[config.mk]
export PLATFORM = sky130hd
export DESIGN_NAME = gemm_tile_ctrl_flat
export DESIGN_NICKNAME = d
export VERILOG_FILES = /design/src/rtl/gemm_tile_ctrl_pkg.sv /design/src/rtl/gemm_tile_ctrl_if.sv /design/src/rtl/gemm_tile_ctrl_valid_delay.sv /design/src/rtl/gemm_tile_ctrl.sv /design/src/flat_wrapper.sv
export SDC_FILE = /design/constraint.sdc
export NUM_CORES = 1
export LEC_CHECK = 0
export CAP_MARGIN = 30
export CORE_MARGIN = 5
export CORE_UTILIZATION = 35
export CTS_CLUSTER_DIAMETER = 40
export DETAILED_ROUTE_END_ITERATION = 6
export GPL_TIMING_DRIVEN = 0
export PLACE_DENSITY_LB_ADDON = 0.08
export SYNTH_ARGS = -nofsm -noshare
export SYNTH_HDL_FRONTEND = slang
export SYNTH_SLANG_ARGS = --single-unit
[constraint.sdc]
create_clock -name clk_i -period 6.33 [get_ports clk_i]
set_clock_uncertainty 0.05 [all_clocks]
set_input_delay 0.9495 -clock clk_i [delete_from_list [all_inputs] [get_ports clk_i]]
set_output_delay 0.9495 -clock clk_i [all_outputs]
set_load 0.1 [all_outputs]
[src/rtl/gemm_tile_ctrl_pkg.sv]
// Shared types, default widths and tile-address arithmetic for the GEMM tile sequencer.
package gemm_ctrl_pkg;

    localparam int unsigned SIZE_W_DEF  = 8;
    localparam int unsigned ADDR_W_DEF  = 16;
    localparam int unsigned MEM_LAT_DEF = 1;
    localparam int unsigned FLUSH_CNT_W = 3;

    typedef enum logic [2:0] {
        ST_IDLE,
        ST_CALC,
        ST_FLUSH,
        ST_WRITE,
        ST_DONE
    } state_e;

    // Row-major tile address; callers truncate to their address width.
    function automatic logic [31:0] tile_addr(input logic [31:0] row,
                                              input logic [31:0] stride,
                                              input logic [31:0] col);
        return row * stride + col;
    endfunction

endpackage

[src/rtl/gemm_tile_ctrl_if.sv]
// Handshake and address bundle between the tile sequencer and its host/PE/writeback side.
interface gemm_tile_ctrl_if
    import gemm_ctrl_pkg::*;
#(
    parameter int unsigned SizeWidth = SIZE_W_DEF,
    parameter int unsigned AddrWidth = ADDR_W_DEF
);
    logic                 start_i;
    logic [SizeWidth-1:0] m_size_i;
    logic [SizeWidth-1:0] k_size_i;
    logic [SizeWidth-1:0] n_size_i;
    logic [AddrWidth-1:0] a_addr_o;
    logic [AddrWidth-1:0] b_addr_o;
    logic                 rd_en_o;
    logic                 a_valid_o;
    logic                 b_valid_o;
    logic                 init_save_o;
    logic                 acc_clr_o;
    logic [AddrWidth-1:0] c_addr_o;
    logic                 c_valid_o;
    logic                 c_ready_i;
    logic                 busy_o;
    logic                 done_o;

    modport master (
        input  start_i, m_size_i, k_size_i, n_size_i, c_ready_i,
        output a_addr_o, b_addr_o, rd_en_o, a_valid_o, b_valid_o, init_save_o,
               acc_clr_o, c_addr_o, c_valid_o, busy_o, done_o
    );

    modport slave (
        output start_i, m_size_i, k_size_i, n_size_i, c_ready_i,
        input  a_addr_o, b_addr_o, rd_en_o, a_valid_o, b_valid_o, init_save_o,
               acc_clr_o, c_addr_o, c_valid_o, busy_o, done_o
    );

endinterface

[src/rtl/gemm_tile_ctrl_valid_delay.sv]
// Depth-stage shift register carrying {valid, init} from read issue to the PE inputs.
module gemm_valid_delay
    import gemm_ctrl_pkg::*;
#(
    parameter int unsigned Depth = MEM_LAT_DEF
) (
    input  logic clk_i,
    input  logic rst_i,
    input  logic i_valid,
    input  logic i_init,
    output logic o_valid,
    output logic o_init
);
    logic [Depth-1:0] r_valid_sr;
    logic [Depth-1:0] r_init_sr;

    always_ff @(posedge clk_i or posedge rst_i) begin
        if (rst_i) begin
            r_valid_sr <= '0;
            r_init_sr  <= '0;
        end else begin
            r_valid_sr[0] <= i_valid;
            // init only travels with a valid beat so it can never surface alone
            r_init_sr[0]  <= i_init && i_valid;
            for (int i = 1; i < int'(Depth); i++) begin
                r_valid_sr[i] <= r_valid_sr[i-1];
                r_init_sr[i]  <= r_init_sr[i-1];
            end
        end
    end

    assign o_valid = r_valid_sr[Depth-1];
    assign o_init  = r_init_sr[Depth-1];

endmodule

[src/rtl/gemm_tile_ctrl.sv]
// GEMM output-tile sequencer: walks m/n tiles, issues k-step A/B reads,
// aligns PE strobes through a latency-matched delay line and hands C tiles off.
module gemm_tile_ctrl
    import gemm_ctrl_pkg::*;
#(
    parameter int unsigned SizeWidth  = SIZE_W_DEF,
    parameter int unsigned AddrWidth  = ADDR_W_DEF,
    parameter int unsigned MemLatency = MEM_LAT_DEF
) (
    input logic              clk_i,
    input logic              rst_i,
    gemm_tile_ctrl_if.master bus
);
    // state | meaning
    // IDLE  | waiting for start_i
    // CALC  | one A/B read per k step of the current tile
    // FLUSH | MemLatency+1 cycles: delay-line drain plus PE register update
    // WRITE | C tile offered to writeback until c_ready_i
    // DONE  | last tile accepted; done_o follows next cycle

    state_e                 r_state, w_state_nxt;
    logic [SizeWidth-1:0]   r_m_size, r_k_size, r_n_size;
    logic [SizeWidth-1:0]   w_m_size_nxt, w_k_size_nxt, w_n_size_nxt;
    logic [SizeWidth-1:0]   r_m, r_n, r_k;
    logic [SizeWidth-1:0]   w_m_nxt, w_n_nxt, w_k_nxt;
    logic [FLUSH_CNT_W-1:0] r_flush_cnt, w_flush_nxt;
    logic                   r_acc_clr, r_done;
    logic                   w_rd_en, w_init_issue, w_handshake, w_sizes_zero;
    logic                   w_last_k, w_last_n, w_last_m;
    logic                   w_pe_valid, w_pe_init;

    assign w_last_k     = (r_k == r_k_size - SizeWidth'(1));
    assign w_last_n     = (r_n == r_n_size - SizeWidth'(1));
    assign w_last_m     = (r_m == r_m_size - SizeWidth'(1));
    assign w_sizes_zero = (bus.m_size_i == '0) || (bus.k_size_i == '0) || (bus.n_size_i == '0);

    always_ff @(posedge clk_i or posedge rst_i) begin
        if (rst_i) begin
            r_state     <= ST_IDLE;
            r_m_size    <= '0;
            r_k_size    <= '0;
            r_n_size    <= '0;
            r_m         <= '0;
            r_n         <= '0;
            r_k         <= '0;
            r_flush_cnt <= '0;
            r_acc_clr   <= 1'b1;
            r_done      <= 1'b0;
        end else begin
            r_state     <= w_state_nxt;
            r_m_size    <= w_m_size_nxt;
            r_k_size    <= w_k_size_nxt;
            r_n_size    <= w_n_size_nxt;
            r_m         <= w_m_nxt;
            r_n         <= w_n_nxt;
            r_k         <= w_k_nxt;
            r_flush_cnt <= w_flush_nxt;
            r_acc_clr   <= w_handshake;
            r_done      <= (r_state == ST_DONE);
        end
    end

    always_comb begin
        w_state_nxt  = r_state;
        w_m_size_nxt = r_m_size;
        w_k_size_nxt = r_k_size;
        w_n_size_nxt = r_n_size;
        w_m_nxt      = r_m;
        w_n_nxt      = r_n;
        w_k_nxt      = r_k;
        w_flush_nxt  = r_flush_cnt;
        w_rd_en      = 1'b0;
        w_handshake  = 1'b0;
        unique case (r_state)
            ST_IDLE: begin
                if (bus.start_i) begin
                    w_m_size_nxt = bus.m_size_i;
                    w_k_size_nxt = bus.k_size_i;
                    w_n_size_nxt = bus.n_size_i;
                    w_m_nxt      = '0;
                    w_n_nxt      = '0;
                    w_k_nxt      = '0;
                    w_state_nxt  = w_sizes_zero ? ST_DONE : ST_CALC;
                end
            end
            ST_CALC: begin
                w_rd_en = 1'b1;
                w_k_nxt = r_k + SizeWidth'(1);
                if (w_last_k) begin
                    w_state_nxt = ST_FLUSH;
                    w_flush_nxt = FLUSH_CNT_W'(MemLatency);
                end
            end
            ST_FLUSH: begin
                if (r_flush_cnt == '0) w_state_nxt = ST_WRITE;
                else                   w_flush_nxt = r_flush_cnt - FLUSH_CNT_W'(1);
            end
            ST_WRITE: begin
                if (bus.c_ready_i) begin
                    w_handshake = 1'b1;
                    w_k_nxt     = '0;
                    if (!w_last_n) begin
                        w_n_nxt     = r_n + SizeWidth'(1);
                        w_state_nxt = ST_CALC;
                    end else if (!w_last_m) begin
                        w_m_nxt     = r_m + SizeWidth'(1);
                        w_n_nxt     = '0;
                        w_state_nxt = ST_CALC;
                    end else begin
                        w_state_nxt = ST_DONE;
                    end
                end
            end
            ST_DONE: w_state_nxt = ST_IDLE;
            default: w_state_nxt = ST_IDLE;
        endcase
    end

    assign w_init_issue = w_rd_en && (r_k == '0);

    gemm_valid_delay #(.Depth(MemLatency)) u_valid_delay (
        .clk_i   (clk_i),
        .rst_i   (rst_i),
        .i_valid (w_rd_en),
        .i_init  (w_init_issue),
        .o_valid (w_pe_valid),
        .o_init  (w_pe_init)
    );

    assign bus.rd_en_o     = w_rd_en;
    assign bus.a_addr_o    = (r_state == ST_CALC)
                             ? AddrWidth'(tile_addr(32'(r_m), 32'(r_k_size), 32'(r_k))) : '0;
    assign bus.b_addr_o    = (r_state == ST_CALC)
                             ? AddrWidth'(tile_addr(32'(r_k), 32'(r_n_size), 32'(r_n))) : '0;
    assign bus.c_addr_o    = (r_state == ST_WRITE)
                             ? AddrWidth'(tile_addr(32'(r_m), 32'(r_n_size), 32'(r_n))) : '0;
    assign bus.c_valid_o   = (r_state == ST_WRITE);
    assign bus.a_valid_o   = w_pe_valid;
    assign bus.b_valid_o   = w_pe_valid;
    assign bus.init_save_o = w_pe_init;
    assign bus.acc_clr_o   = r_acc_clr;
    assign bus.busy_o      = (r_state != ST_IDLE);
    assign bus.done_o      = r_done;

endmodule

[src/flat_wrapper.sv]
// flat-port wrapper written by rule: the top's interface ports become plain ports
module gemm_tile_ctrl_flat import gemm_ctrl_pkg::*;
#(
    parameter int unsigned SizeWidth  = SIZE_W_DEF,
    parameter int unsigned AddrWidth  = ADDR_W_DEF,
    parameter int unsigned MemLatency = MEM_LAT_DEF
)
  (clk_i, rst_i, bus_start_i, bus_m_size_i, bus_k_size_i, bus_n_size_i, bus_c_ready_i, bus_a_addr_o, bus_b_addr_o, bus_rd_en_o, bus_a_valid_o, bus_b_valid_o, bus_init_save_o, bus_acc_clr_o, bus_c_addr_o, bus_c_valid_o, bus_busy_o, bus_done_o);
  gemm_tile_ctrl_if #(.SizeWidth(SizeWidth), .AddrWidth(AddrWidth)) bus_i ();
  input logic clk_i;
  input logic rst_i;
  input wire logic [$bits(bus_i.start_i)-1:0] bus_start_i;
  input wire logic [$bits(bus_i.m_size_i)-1:0] bus_m_size_i;
  input wire logic [$bits(bus_i.k_size_i)-1:0] bus_k_size_i;
  input wire logic [$bits(bus_i.n_size_i)-1:0] bus_n_size_i;
  input wire logic [$bits(bus_i.c_ready_i)-1:0] bus_c_ready_i;
  output wire logic [$bits(bus_i.a_addr_o)-1:0] bus_a_addr_o;
  output wire logic [$bits(bus_i.b_addr_o)-1:0] bus_b_addr_o;
  output wire logic [$bits(bus_i.rd_en_o)-1:0] bus_rd_en_o;
  output wire logic [$bits(bus_i.a_valid_o)-1:0] bus_a_valid_o;
  output wire logic [$bits(bus_i.b_valid_o)-1:0] bus_b_valid_o;
  output wire logic [$bits(bus_i.init_save_o)-1:0] bus_init_save_o;
  output wire logic [$bits(bus_i.acc_clr_o)-1:0] bus_acc_clr_o;
  output wire logic [$bits(bus_i.c_addr_o)-1:0] bus_c_addr_o;
  output wire logic [$bits(bus_i.c_valid_o)-1:0] bus_c_valid_o;
  output wire logic [$bits(bus_i.busy_o)-1:0] bus_busy_o;
  output wire logic [$bits(bus_i.done_o)-1:0] bus_done_o;
  assign bus_i.start_i = bus_start_i;
  assign bus_i.m_size_i = bus_m_size_i;
  assign bus_i.k_size_i = bus_k_size_i;
  assign bus_i.n_size_i = bus_n_size_i;
  assign bus_i.c_ready_i = bus_c_ready_i;
  assign bus_a_addr_o = bus_i.a_addr_o;
  assign bus_b_addr_o = bus_i.b_addr_o;
  assign bus_rd_en_o = bus_i.rd_en_o;
  assign bus_a_valid_o = bus_i.a_valid_o;
  assign bus_b_valid_o = bus_i.b_valid_o;
  assign bus_init_save_o = bus_i.init_save_o;
  assign bus_acc_clr_o = bus_i.acc_clr_o;
  assign bus_c_addr_o = bus_i.c_addr_o;
  assign bus_c_valid_o = bus_i.c_valid_o;
  assign bus_busy_o = bus_i.busy_o;
  assign bus_done_o = bus_i.done_o;
  gemm_tile_ctrl #(.SizeWidth(SizeWidth), .AddrWidth(AddrWidth), .MemLatency(MemLatency)) u_core (.clk_i(clk_i), .rst_i(rst_i), .bus(bus_i));
endmodule
Word-level counts from Yosys, hierarchy flattened --
Index checks and enable logic that the tools add are counted.
Cells by class: add/sub/neg operators 10, multiply operators 3, equal/unequal tests 15, mux-type cells 28, reduce and logical (&&, ||, !) cells 20
Operators by type and width (number):
- 8-bit two-way mux | 8
- 16-bit by 8-bit adder with 16-bit output | 3
- 8-bit by 8-bit multiplier with 16-bit output | 3
- 16-bit two-way mux | 3
- 8-bit logical NOT | 4
- 8-bit one-hot mux with 2 select lines | 2
- 3-bit two-way mux | 9
- 8-bit by 1-bit adder with 8-bit output, second input constant | 3
- 8-bit == test | 3
- 8-bit one-hot mux with 3 select lines | 1
- 8-bit by 1-bit subtractor with 8-bit output, second input constant | 3
- 3-bit one-hot mux with 4 select lines | 1
- 2-bit inequality test, second input constant | 4
- 4-bit AND reduction | 2
- 3-bit by 2-bit == test with 1-bit output, second input constant | 2
- 3-bit logical NOT | 2
- 2-bit by 1-bit inequality test with 1-bit output, second input constant | 3
- 3-bit one-hot mux with 2 select lines | 1
- 3-bit AND reduction | 2
- 3-bit nonzero test | 2
- 5-bit AND reduction | 1
- 2-bit nonzero test | 2
- 3-bit by 1-bit == test with 1-bit output, second input constant | 1
- 3-bit == test, second input constant | 1
- 6 further kinds | 10
Storage, ports and cells: register bits 58, output and inout bits 56

Depth between registers and ports, before layout --
Gate-level depths: netlist of the first run.
depth in word-level cells 6, gate-level depth with buffers 21

Modules after synthesis --
Synthesis of the first run repeated with hierarchy kept, for this count alone.
Second synthesis, totals: cell total of the unflattened synthesis 1264, area total of the unflattened synthesis 10447.5 µm²
By module, submodules not included:
- gemm_tile_ctrl | times used 1, cells an instance 1260, area each 10387.5 µm², seq. area each 1402.6 µm²
- gemm_valid_delay | times used 1, cells an instance 4, area each 60.1 µm², seq. area each 50.0 µm²

Least setup slack after synthesis of the first run --
OpenSTA, ideal clock, no wires.
path kind register -> output, start point reg u_core.r_m[5], end point out bus_c_addr_o[15], data arrival time 6197 ps, required time 5330 ps, path slack -867 ps, cell stages (with the launch flop) 19, cells stage by stage dfrtp_1 > clkbuf_1 > clkbuf_1 > nand2_1 > fa_1 > inv_1 > fa_1 > inv_1 > fa_1 > fa_1 > inv_1 > ha_1 > o21a_1 > o21ai_0 > a21oi_1 > o211ai_1 > nand3_1 > nand2_1 > o21ai_0
On the way: word-level cells in the longest chain between the ends 3
Ends and longest elaborated chain:
- start: declaration | RTL line gemm_tile_ctrl.sv:24 | logic [SizeWidth-1:0] r_m, r_n, r_k;
- start signal: assignment | RTL line gemm_tile_ctrl.sv:54 | r_m <= w_m_nxt;
- 8-bit by 8-bit multiplier with 16-bit output | RTL line gemm_tile_ctrl_pkg.sv:21 | return row * stride + col;
- 16-bit by 8-bit adder with 16-bit output | RTL line gemm_tile_ctrl_pkg.sv:21
- 16-bit two-way mux | RTL line gemm_tile_ctrl.sv:136 | ? AddrWidth'(tile_addr(32'(r_m), 32'(r_n_size), 32'(r_n))) : '0;
- end: declaration | RTL line flat_wrapper.sv:24 | output wire logic [$bits(bus_i.c_addr_o)-1:0] bus_c_addr_o;
Every way passes these cells.

Worst setup path in the final report of the first run --
start point reg u_core.r_m[1], end point out bus_c_addr_o[15]
Same word-level chain as after synthesis.

==> results of run 1 <==
==> worst max-delay path, cell delays in order, from the launching register on <==
cell	delay [ns]
dfrtp_1	0.40
buf_8	0.17
clkbuf_8	0.19
and2_1	0.16
fa_1	0.51
fa_1	0.44
fa_1	0.54
inv_1	0.05
fa_1	0.52
inv_1	0.06
ha_4	0.25
o21a_1	0.21
o21ai_2	0.17
a21oi_1	0.08
o211ai_1	0.25
nand3_1	0.13
a211o_1	0.32
o21ai_2	0.08
buf_8	0.22
==> cell families after synthesis <==
| logic type | share of synthesized area (%) |
|---|---|
| muxes | 0.0962 |
| xor gates and xnor gates | 5.52 |
| AOI/OAI and AO/OA | 8.15 |
| and+or+nand+nor | 22.7 |
| buffers and inverters | 10.2 |
| adders and majority gates | 39.4 |
| DFF | 14.0 |
==> area by class of cell <==
type                       instances  area share (%)
clock buffer                      12            2.13
clock inverter                     4           0.581
buffer                            49            2.82
timing repair buffer             112            8.57
inverter                         209            6.28
sequential                        58            11.7
multi-input combinational        922            64.0
tap                              390            3.91
==> what timing repair did <==
action / CTS / global route
endpoints found under the setup margin: 35 / 28
setup buffers: 0 / 28
pin swaps: 0 / 9
resized for setup: 170 / 71
==> flip-flops by register name, indices dropped and copies added (netlist names) <==
| signal | flops |
|---|---|
| u_core.bus.acc_clr_o | 1 |
| u_core.bus.done_o | 1 |
| u_core.r_flush_cnt | 3 |
| u_core.r_k | 8 |
| u_core.r_k_size | 8 |
| u_core.r_m | 8 |
| u_core.r_m_size | 8 |
| u_core.r_n | 8 |
| u_core.r_n_size | 8 |
| u_core.r_state | 3 |
| u_core.u_valid_delay.o_init | 1 |
| u_core.u_valid_delay.o_valid | 1 |
==> power groups by stage <==
| stage | clock network [uW] | logic [uW] | registers, uW |
|---|---|---|---|
| 6_report | 551 | 2190 | 662 |
| 5_1_grt | 577 | 2390 | 683 |
| 4_1_cts | 565 | 2150 | 646 |
| 3_5_place_dp | 0 | 2190 | 584 |
| 3_3_place_gp | 0 | 2180 | 588 |
| 2_1_floorplan | 0 | 1530 | 597 |
==> per-layer routing <==
| layer | routed length [microns] | vias up | part of all wire (%) | global-route usage (%) |
|---|---|---|---|---|
| li1 | - | 4147 | - | - |
| met1 | 14100 | 4166 | 48 | 26.1 |
| met2 | 13300 | 186 | 46 | 29.0 |
| met3 | 1380 | 23 | 4.7 | 2.89 |
| met4 | 403 | 0 | 1.4 | 3.18 |
| met5 | 0 | - | 0 | 0 |
==> how the worst max path moves through the flow <==
stage                       endpoint  slack, ns  cells past startpoint
global placement    bus_c_addr_o[15]      -1.42                     18
detailed placement  bus_c_addr_o[15]      -1.38                     18
global route        bus_c_addr_o[15]      -0.01                     18
finish              bus_c_addr_o[15]       0.24                     18
CTS                 bus_c_addr_o[14]      -0.07                     18
floorplan           bus_c_addr_o[15]      -0.11                     18
==> per-stage QoR <==
stage / hold slack (ns) / power, uW / utilization, % / std cells / instance area (sq um)
6_report: 0.460 / 3400 / 42.4 / 1756 / 12500
5_1_grt: 0.481 / 3650 / 42.4 / 1756 / 12500
4_1_cts: 0.461 / 3360 / 41.4 / 1736 / 12200
3_5_place_dp: 0.449 / 2780 / 40.0 / 1729 / 11800
3_3_place_gp: 0.434 / 2770 / 39.9 / 1728 / 11800
2_1_floorplan: 0.416 / 2130 / - / 1255 / 10400
==> cells in the final DEF, fill, tap and decap left out, types with 11 or more instances in the layout <==
master,netlist,final
xor2_1,31,31
o21ai_0,46,37
dfrtp_1,57,48
xnor2_1,32,32
fa_1,132,132
nand3_1,13,13
a21oi_1,26,24
ha_1,117,116
inv_1,209,208
clkbuf_4,0,12
nor3_1,15,11
nor2_1,74,65
buf_4,3,39
nand2_1,175,175
and2_1,131,131
clkdlybuf4s50_1,0,54
clkbuf_1,53,12
==> flow_metrics.py, run 1 <==
metrics = {
    "sta": {
        "setup_tns_ns": 0,
        "worst_pin_slew_ns": 0.982,
        "setup_ws_ns": 0.236,
        "maxSlewViolCount": 0,
        "fin_crit_sh_pct": 96.3,
        "relSlewSlack_pct": 34.3,
        "finalHoldViolCount": 0,
        "fmax_mhz": 164,
        "period_minus_slack_ns": 6.09,
        "final-setup-viol-count": 0,
    },
    "outcome": {
        "status": "completed",
    },
    "logic_synthesis": {
        "ys_top_cells_by_area": "fa_1 25%, ha_1 14%, dfrtp_1 14%",
        "synth_warnings": 0,
        "synth_edf_count": 0,
        "ys.flop_type": "dfrtp_1",
        "synth_most_common_cell": "inv_1",
        "ys_ff_latch": 58,
        "yosysSeqAreaShare_pct": 14.0,
        "synth_top_area_share_pct": 25.4,
        "async_flop_share_pct": 100,
        "synth_area_sq_um": 10400,
        "netlist_instances": 1255,
        "yosysUniqueCellTypes": 62,
        "yosys.area.top_type": "fa_1",
        "synth_fp_nets": 1532,
        "syn_avg_cell_area_sq_um": 8.29,
        "synth_commonest_cells": "209 x inv_1, 175 x nand2_1, 132 x fa_1",
    },
    "placement": {
        "hpwl_microns": 23500,
        "port_buffers": 83,
        "gp_congestion": 0.859,
        "dpl_worst_slack_ns": -1.38,
    },
    "final_layout": {
        "final-seq-area_sq_um": 1460,
        "fillerInstances": 3035,
        "multi_input_area_sq_um": 8000,
        "drive_gt1_share_pct": 11.1,
        "area_growth_pct": 20.0,
        "insertedDiodeCount": 0,
        "final_nets": 1638,
    },
    "routing": {
        "first_pass_iters": 5,
        "drtIter0Drc": 481,
        "drcViolationCount": 0,
        "routed_wl_microns": 29300,
        "avgViaCountPerCell": 4.85,
        "wire_per_inst_microns": 16.7,
        "vias": 8522,
        "ant_nets": 0,
    },
    "hold_path": {
        "hold_path.startpoint": "u_core.r_flush_cnt[0]$_DFFE_PP0P_",
        "hold_depth": 2,
        "worstHoldPathType": "reg -> reg",
        "hold-path-endpoint": "u_core.r_flush_cnt[0]$_DFFE_PP0P_",
    },
    "pwr": {
        "p_int_uw": 1550,
        "seqPwrFrac_pct": 19.5,
        "power.leakage_uw": 0.00646,
        "p_sw_uw": 1850,
        "power.density_nw_per_um2": 272,
        "ir_drop_mv": 0.265,
        "sw_frac_of_total_pct": 54.3,
        "pwr-share-clk_pct": 16.2,
        "combPwrFrac_pct": 64.3,
    },
    "clock_tree": {
        "clk_transition_reported_paths_ns": 0.06,
        "cts_sinks": 58,
        "ctsHoldBuffers": 0,
        "cts_inserted_buffers": 9,
        "clk_latency_ns": 0.33,
        "cts_buffer_depth": 2,
        "cts_max_level": 3,
        "cts_root_buf": "clkbuf_16",
        "cts_tree": "done",
    },
    "critical_path": {
        "critPathArrivalTime_ns": 5.09,
        "cp-start-kind": "flip-flop",
        "r2r_slack_ns": 3.13,
        "r2r-start": "u_core.r_k_size[0]$_DFFE_PP0P_",
        "cp_max_fo": 10,
        "end_kind": "output port",
        "timing.rr.end": "u_core.r_flush_cnt[1]$_DFFE_PP0P_",
        "r2r_cells": 9,
        "crit_start": "u_core.r_m[1]$_DFFE_PP0P_",
        "critPathRequiredTime_ns": 5.33,
        "crit_type": "reg -> out",
    },
    "floorplan": {
        "start_util_pct": 35.3,
        "die_h_microns": 182,
        "io-pin-count": 84,
        "die_w_microns": 182,
        "core_area_sq_um": 29500,
        "floorplan.die_area_sq_um": 33300,
        "rows": 63,
    },
    "grt": {
        "grt_max_degree": 40,
        "grt_pass1_wl_microns": 47900,
        "grt_pass1_vias": 8771,
        "grt-ovfl-total": 0,
        "antenna_found_initial": 0,
        "grt_util_all_layers_pct": 18.1,
    },
    "run": {
        "drv_cap": 0,
    },
}
Note: power is estimated with default switching activity, not from simulation.
==> inputs of run 2 (changes only) <==
==> constraint.sdc (replaced) <==
create_clock -name clk_i -period 6.33 [get_ports clk_i]
set_clock_uncertainty 0.05 [all_clocks]
set_input_delay 0.633 -clock clk_i [delete_from_list [all_inputs] [get_ports clk_i]]
set_output_delay 0.633 -clock clk_i [all_outputs]
set_load 0.1 [all_outputs]
==> flow_metrics.py, run 2 (same netlist as run 1, synthesis figures left out) <==
metrics = {
    "routing": {
        "wire_per_inst_microns": 17.0,
        "drcViolationCount": 0,
        "first_pass_iters": 5,
        "routed_wl_microns": 29500,
        "drtIter0Drc": 475,
        "vias": 8453,
        "ant_nets": 0,
        "avgViaCountPerCell": 4.87,
    },
    "outcome": {
        "status": "completed",
    },
    "pwr": {
        "pwr-share-clk_pct": 15.4,
        "p_int_uw": 1440,
        "seqPwrFrac_pct": 19.9,
        "ir_drop_mv": 0.218,
        "power.density_nw_per_um2": 271,
        "combPwrFrac_pct": 64.8,
        "p_sw_uw": 1830,
        "power.leakage_uw": 0.00622,
        "sw_frac_of_total_pct": 56.0,
    },
    "final_layout": {
        "utilization_pct": 41.0,
        "stdcell_area_sq_um": 12100,
        "area_growth_pct": 16.0,
        "final_nets": 1618,
        "final_common_cell": "inv_1",
        "drive_gt1_share_pct": 7.28,
        "insertedDiodeCount": 0,
        "mostFrequentLayoutCells": "208 x inv_1, 175 x nand2_1, 132 x fa_1, 131 x and2_1, 117 x ha_1",
    },
    "floorplan": {
        "die_h_microns": 182,
        "floorplan.die_area_sq_um": 33300,
        "die_w_microns": 182,
        "core_area_sq_um": 29500,
        "start_util_pct": 35.3,
        "rows": 63,
        "io-pin-count": 84,
    },
    "grt": {
        "grt_max_degree": 33,
        "grt_pass1_wl_microns": 48400,
        "antenna_found_initial": 0,
        "grt_util_all_layers_pct": 18.2,
        "grt_pass1_vias": 8687,
        "grt-ovfl-total": 0,
    },
    "clock_tree": {
        "clk_latency_ns": 0.33,
        "cts_tree": "done",
        "ctsHoldBuffers": 0,
        "cts_inserted_buffers": 9,
        "cts_root_buf": "clkbuf_16",
        "cts_buffer_depth": 2,
        "cts_max_level": 3,
        "clk_transition_reported_paths_ns": 0.05,
        "cts_sinks": 58,
    },
    "sta": {
        "worst_pin_slew_ns": 0.980,
        "fmax_mhz": 164,
        "final-setup-viol-count": 0,
        "rsz0062_at_grt": "true",
        "finalHoldViolCount": 0,
        "setup_ws_ns": 0.229,
        "fin_crit_sh_pct": 96.4,
        "maxSlewViolCount": 0,
        "relSlewSlack_pct": 34.5,
        "period_minus_slack_ns": 6.10,
    },
    "placement": {
        "postPlaceCellArea_sq_um": 11800,
        "dpl_worst_slack_ns": -1.12,
        "port_buffers": 83,
        "hpwl_microns": 23600,
        "gp_congestion": 0.869,
    },
    "run": {
        "drv_cap": 0,
    },
    "critical_path": {
        "cp_max_fo": 10,
        "critPathRequiredTime_ns": 5.65,
        "critPathArrivalTime_ns": 5.42,
        "r2r_cells": 10,
        "end_kind": "output port",
        "crit_type": "reg -> out",
        "cp-start-kind": "flip-flop",
    },
    "hold_path": {
        "hold_depth": 2,
        "worstHoldPathType": "reg -> reg",
    },
}
## run 2: changes by cell type in the layout (fill, tap and decap cells not counted), moves of 5 or more
| cell | change |
|---|---|
| clkbuf_1 | +11 |
| o21ai_0 | +5 |
| nor2_1 | +9 |
| buf_4 | -30 |
| buf_8 | -6 |
| clkbuf_2 | +12 |
| nor2_2 | -9 |
## run 2: power groups by stage
stage	Combinational [uW]	Clock (uW)	Sequential [uW]
floorplan	1530	0	597
global placement	2180	0	588
detailed placement	2190	0	586
CTS	2140	513	635
global route	2320	526	666
finish	2120	503	650
## run 2: worst paths after layout
check                                                        from                                 to  slack [ns]
min in group asynchronous                                   rst_i     u_core.r_m_size[2]$_DFFE_PP0P_        0.68
worst min-delay path            u_core.r_flush_cnt[0]$_DFFE_PP0P_  u_core.r_flush_cnt[0]$_DFFE_PP0P_        0.45
worst max register to register     u_core.r_k_size[1]$_DFFE_PP0P_  u_core.r_flush_cnt[1]$_DFFE_PP0P_        3.08
worst min register to register  u_core.r_flush_cnt[0]$_DFFE_PP0P_  u_core.r_flush_cnt[0]$_DFFE_PP0P_        0.45
worst max-delay path                    u_core.r_m[3]$_DFFE_PP0P_                    bus_c_addr_o[8]        0.23
max in group asynchronous                                   rst_i     u_core.r_n_size[6]$_DFFE_PP0P_        4.92
## run 2: timing repair
item                                    4_1_cts  5_1_grt
pin swaps                                     0        0
endpoints found under the setup margin       33       28
gates resized for setup                     116       57
setup buffers                                 0        0
## run 2: per-stage QoR
step | total power, uW | hold WS [ns] | instances | setup TNS [ns]
after floorplan | 2120 | 0.416 | 1255 | 0
after global placement | 2770 | 0.431 | 1728 | -15.51
after detailed placement | 2770 | 0.441 | 1729 | -15.72
after CTS | 3290 | 0.453 | 1738 | 0
after global routing | 3510 | 0.482 | 1736 | -0.0966
final | 3270 | 0.454 | 1736 | 0
## run 2: area by class of cell
class,count,area (sq um)
multi-input combinational,922,7920
timing repair buffer,84,825
fill,3125,17400
clock buffer,14,264
clock inverter,2,35.0
tap,390,488
sequential,58,1460
inverter,209,785
buffer,57,302
## run 2: metal layers
layer | vias to the layer above | track usage (%) | part of all wire (%)
met4 | 0 | 3.24 | 1.7
met3 | 24 | 2.77 | 4.1
met2 | 171 | 28.7 | 45
met5 | - | 0 | 0
li1 | 4099 | - | -
met1 | 4159 | 27.0 | 49
## run 2: critical path, cell delays in order, from the launching register on
cell	delay, ns
dfrtp_1	0.39
clkbuf_4	0.27
clkbuf_4	0.29
nand2_1	0.10
fa_1	0.51
inv_1	0.06
fa_1	0.45
ha_1	0.29
inv_1	0.05
fa_1	0.59
inv_1	0.06
ha_1	0.28
a21o_1	0.16
a21oi_1	0.23
o21bai_1	0.16
a21oi_1	0.20
xor2_1	0.08
nor2_1	0.09
clkdlybuf4s15_1	0.83
==> inputs of run 3 (changes only) <==
- CTS_BUF_LIST: not set -> sky130_fd_sc_hd__clkbuf_8
==> flow_metrics.py, run 3 (same netlist as run 1, synthesis figures left out) <==
metrics = {
    "outcome": {
        "status": "completed",
    },
    "pwr": {
        "sw_frac_of_total_pct": 58.0,
        "power.density_nw_per_um2": 259,
        "pwr-share-clk_pct": 11.5,
        "power.leakage_uw": 0.00621,
        "total_power_uw": 3120,
        "p_int_uw": 1310,
        "combPwrFrac_pct": 67.4,
        "p_sw_uw": 1810,
        "ir_drop_mv": 0.217,
        "seqPwrFrac_pct": 21.0,
    },
    "critical_path": {
        "cp_max_fo": 10,
        "crit_start": "u_core.r_m[4]$_DFFE_PP0P_",
        "r2r_cells": 10,
        "crit_type": "reg -> out",
        "cp-endpoint": "bus_c_addr_o[8]",
        "r2r-start": "u_core.r_k_size[1]$_DFFE_PP0P_",
        "critPathRequiredTime_ns": 5.65,
        "end_kind": "output port",
        "r2r_slack_ns": 3.07,
        "critPathArrivalTime_ns": 5.37,
        "cp-start-kind": "flip-flop",
        "timing.rr.end": "u_core.r_flush_cnt[1]$_DFFE_PP0P_",
    },
    "clock_tree": {
        "cts_inserted_buffers": 9,
        "cts_tree": "done",
        "clk_latency_ns": 0.36,
        "cts_root_buf": "clkbuf_8",
        "ctsHoldBuffers": 0,
        "cts_buffer_depth": 2,
        "clk_transition_reported_paths_ns": 0.07,
        "cts_sinks": 58,
        "cts_max_level": 3,
    },
    "final_layout": {
        "final_common_cell": "inv_1",
        "drive_gt1_share_pct": 7.94,
        "mostFrequentLayoutCells": "211 x inv_1, 175 x nand2_1, 132 x fa_1, 131 x and2_1, 117 x ha_1",
        "insertedDiodeCount": 0,
        "final_nets": 1620,
        "area_growth_pct": 15.6,
    },
    "sta": {
        "fin_crit_sh_pct": 95.7,
        "finalHoldViolCount": 0,
        "setup_tns_ns": 0,
        "final-setup-viol-count": 0,
        "maxSlewViolCount": 0,
        "fmax_mhz": 165,
        "rsz0062_at_grt": "false",
        "worst_pin_slew_ns": 0.980,
        "period_minus_slack_ns": 6.06,
        "relSlewSlack_pct": 34.5,
    },
    "floorplan": {
        "die_h_microns": 182,
        "die_w_microns": 182,
        "io-pin-count": 84,
        "rows": 63,
        "floorplan.die_area_sq_um": 33300,
        "core_area_sq_um": 29500,
        "start_util_pct": 35.3,
    },
    "routing": {
        "avgViaCountPerCell": 4.83,
        "routed_wl_microns": 29200,
        "vias": 8390,
        "drcViolationCount": 0,
        "ant_nets": 0,
        "drtIter0Drc": 528,
        "first_pass_iters": 5,
        "wire_per_inst_microns": 16.8,
    },
    "grt": {
        "grt_pass1_vias": 8679,
        "grt_max_degree": 33,
        "grt_util_all_layers_pct": 18.2,
        "grt_pass1_wl_microns": 48300,
        "antenna_found_initial": 0,
        "grt-ovfl-total": 0,
    },
    "run": {
        "drv_cap": 0,
    },
    "hold_path": {
        "worstHoldPathType": "reg -> reg",
        "hold_depth": 2,
    },
    "placement": {
        "port_buffers": 83,
        "gp_congestion": 0.869,
        "hpwl_microns": 23600,
    },
}
==> run 3: cell count changes in the layout (fill, tap and decap cells not counted), moves of 2 or more <==
cell	change
clkbuf_16	-9
clkbuf_8	+9
buf_4	+6
clkbuf_1	-5
clkbuf_2	-3
inv_1	+3
clkbuf_4	-2
o21ai_1	-2
o21ai_2	+2
==> run 3: critical path: stages, from the launching register on <==
cell and delay, ns:
dfrtp_1 0.40, clkbuf_4 0.25, buf_4 0.25, nand2_1 0.10, fa_1 0.49, inv_1 0.06, fa_1 0.45, ha_1 0.29
inv_1 0.05, fa_1 0.59, inv_1 0.06, ha_1 0.28, a21o_1 0.16, a21oi_1 0.23, o21bai_1 0.16, a21oi_1 0.20
xor2_1 0.08, nor2_1 0.09, clkdlybuf4s15_1 0.83
==> run 3: metal layers <==
metal,routed length (microns),vias to the layer above,part of all wire [%],track usage [%]
li1,-,4096,-,-
met1,14300,4114,49,26.9
met2,13300,162,45,28.6
met3,1220,18,4.2,2.83
met4,379,0,1.3,3.33
met5,0,-,0,0
==> run 3: through the flow <==
step	util, %	setup WS (ns)	hold WS, ns	area (sq um)	cells
6_report	40.8	0.274	0.459	12000	1738
5_1_grt	40.8	0.00345	0.487	12000	1738
4_1_cts	40.5	0.00584	0.457	11900	1738
3_5_place_dp	39.9	-1.12	0.441	11800	1729
3_3_place_gp	39.8	-1.11	0.431	11700	1728
2_1_floorplan	-	0.0506	0.416	10400	1255
==> run 3: area by class of cell <==
cell class                      count  area [sq um]
Buffer                             55           303
Sequential cell                    58          1460
Multi-Input combinational cell    922          7930
Tap cell                          390           488
Clock buffer                       11           151
Inverter                          209           785
Fill cell                        3131         17400
Timing Repair Buffer               88           863
Clock inverter                      5          46.3
==> run 3: worst min-delay path by stage <==
stage / to / slack (ns) / from
after floorplan: u_core.r_flush_cnt[0]$_DFFE_PP0P_ / 0.42 / u_core.r_flush_cnt[0]$_DFFE_PP0P_
final: u_core.r_flush_cnt[0]$_DFFE_PP0P_ / 0.46 / u_core.r_flush_cnt[0]$_DFFE_PP0P_
after global routing: u_core.r_flush_cnt[0]$_DFFE_PP0P_ / 0.49 / u_core.r_flush_cnt[0]$_DFFE_PP0P_
after global placement: u_core.r_flush_cnt[0]$_DFFE_PP0P_ / 0.43 / u_core.r_flush_cnt[0]$_DFFE_PP0P_
after CTS: u_core.r_flush_cnt[0]$_DFFE_PP0P_ / 0.46 / u_core.r_flush_cnt[0]$_DFFE_PP0P_
after detailed placement: u_core.r_flush_cnt[0]$_DFFE_PP0P_ / 0.44 / u_core.r_flush_cnt[0]$_DFFE_PP0P_
==> run 3: power by group through the flow <==
stage	clock network, uW	registers, uW	logic [uW]
floorplan	0	597	1530
global placement	0	588	2180
detailed placement	0	586	2190
CTS	369	634	2140
global route	382	675	2310
finish	360	657	2100
==> run 3: what timing repair did <==
action                                 in CTS  in global routing
resized for setup                         128                 60
endpoints found under the hold margin       0                  0
setup buffers                               0                  4
setup endpoints to repair                  33                 28
pin swaps                                   0                  1
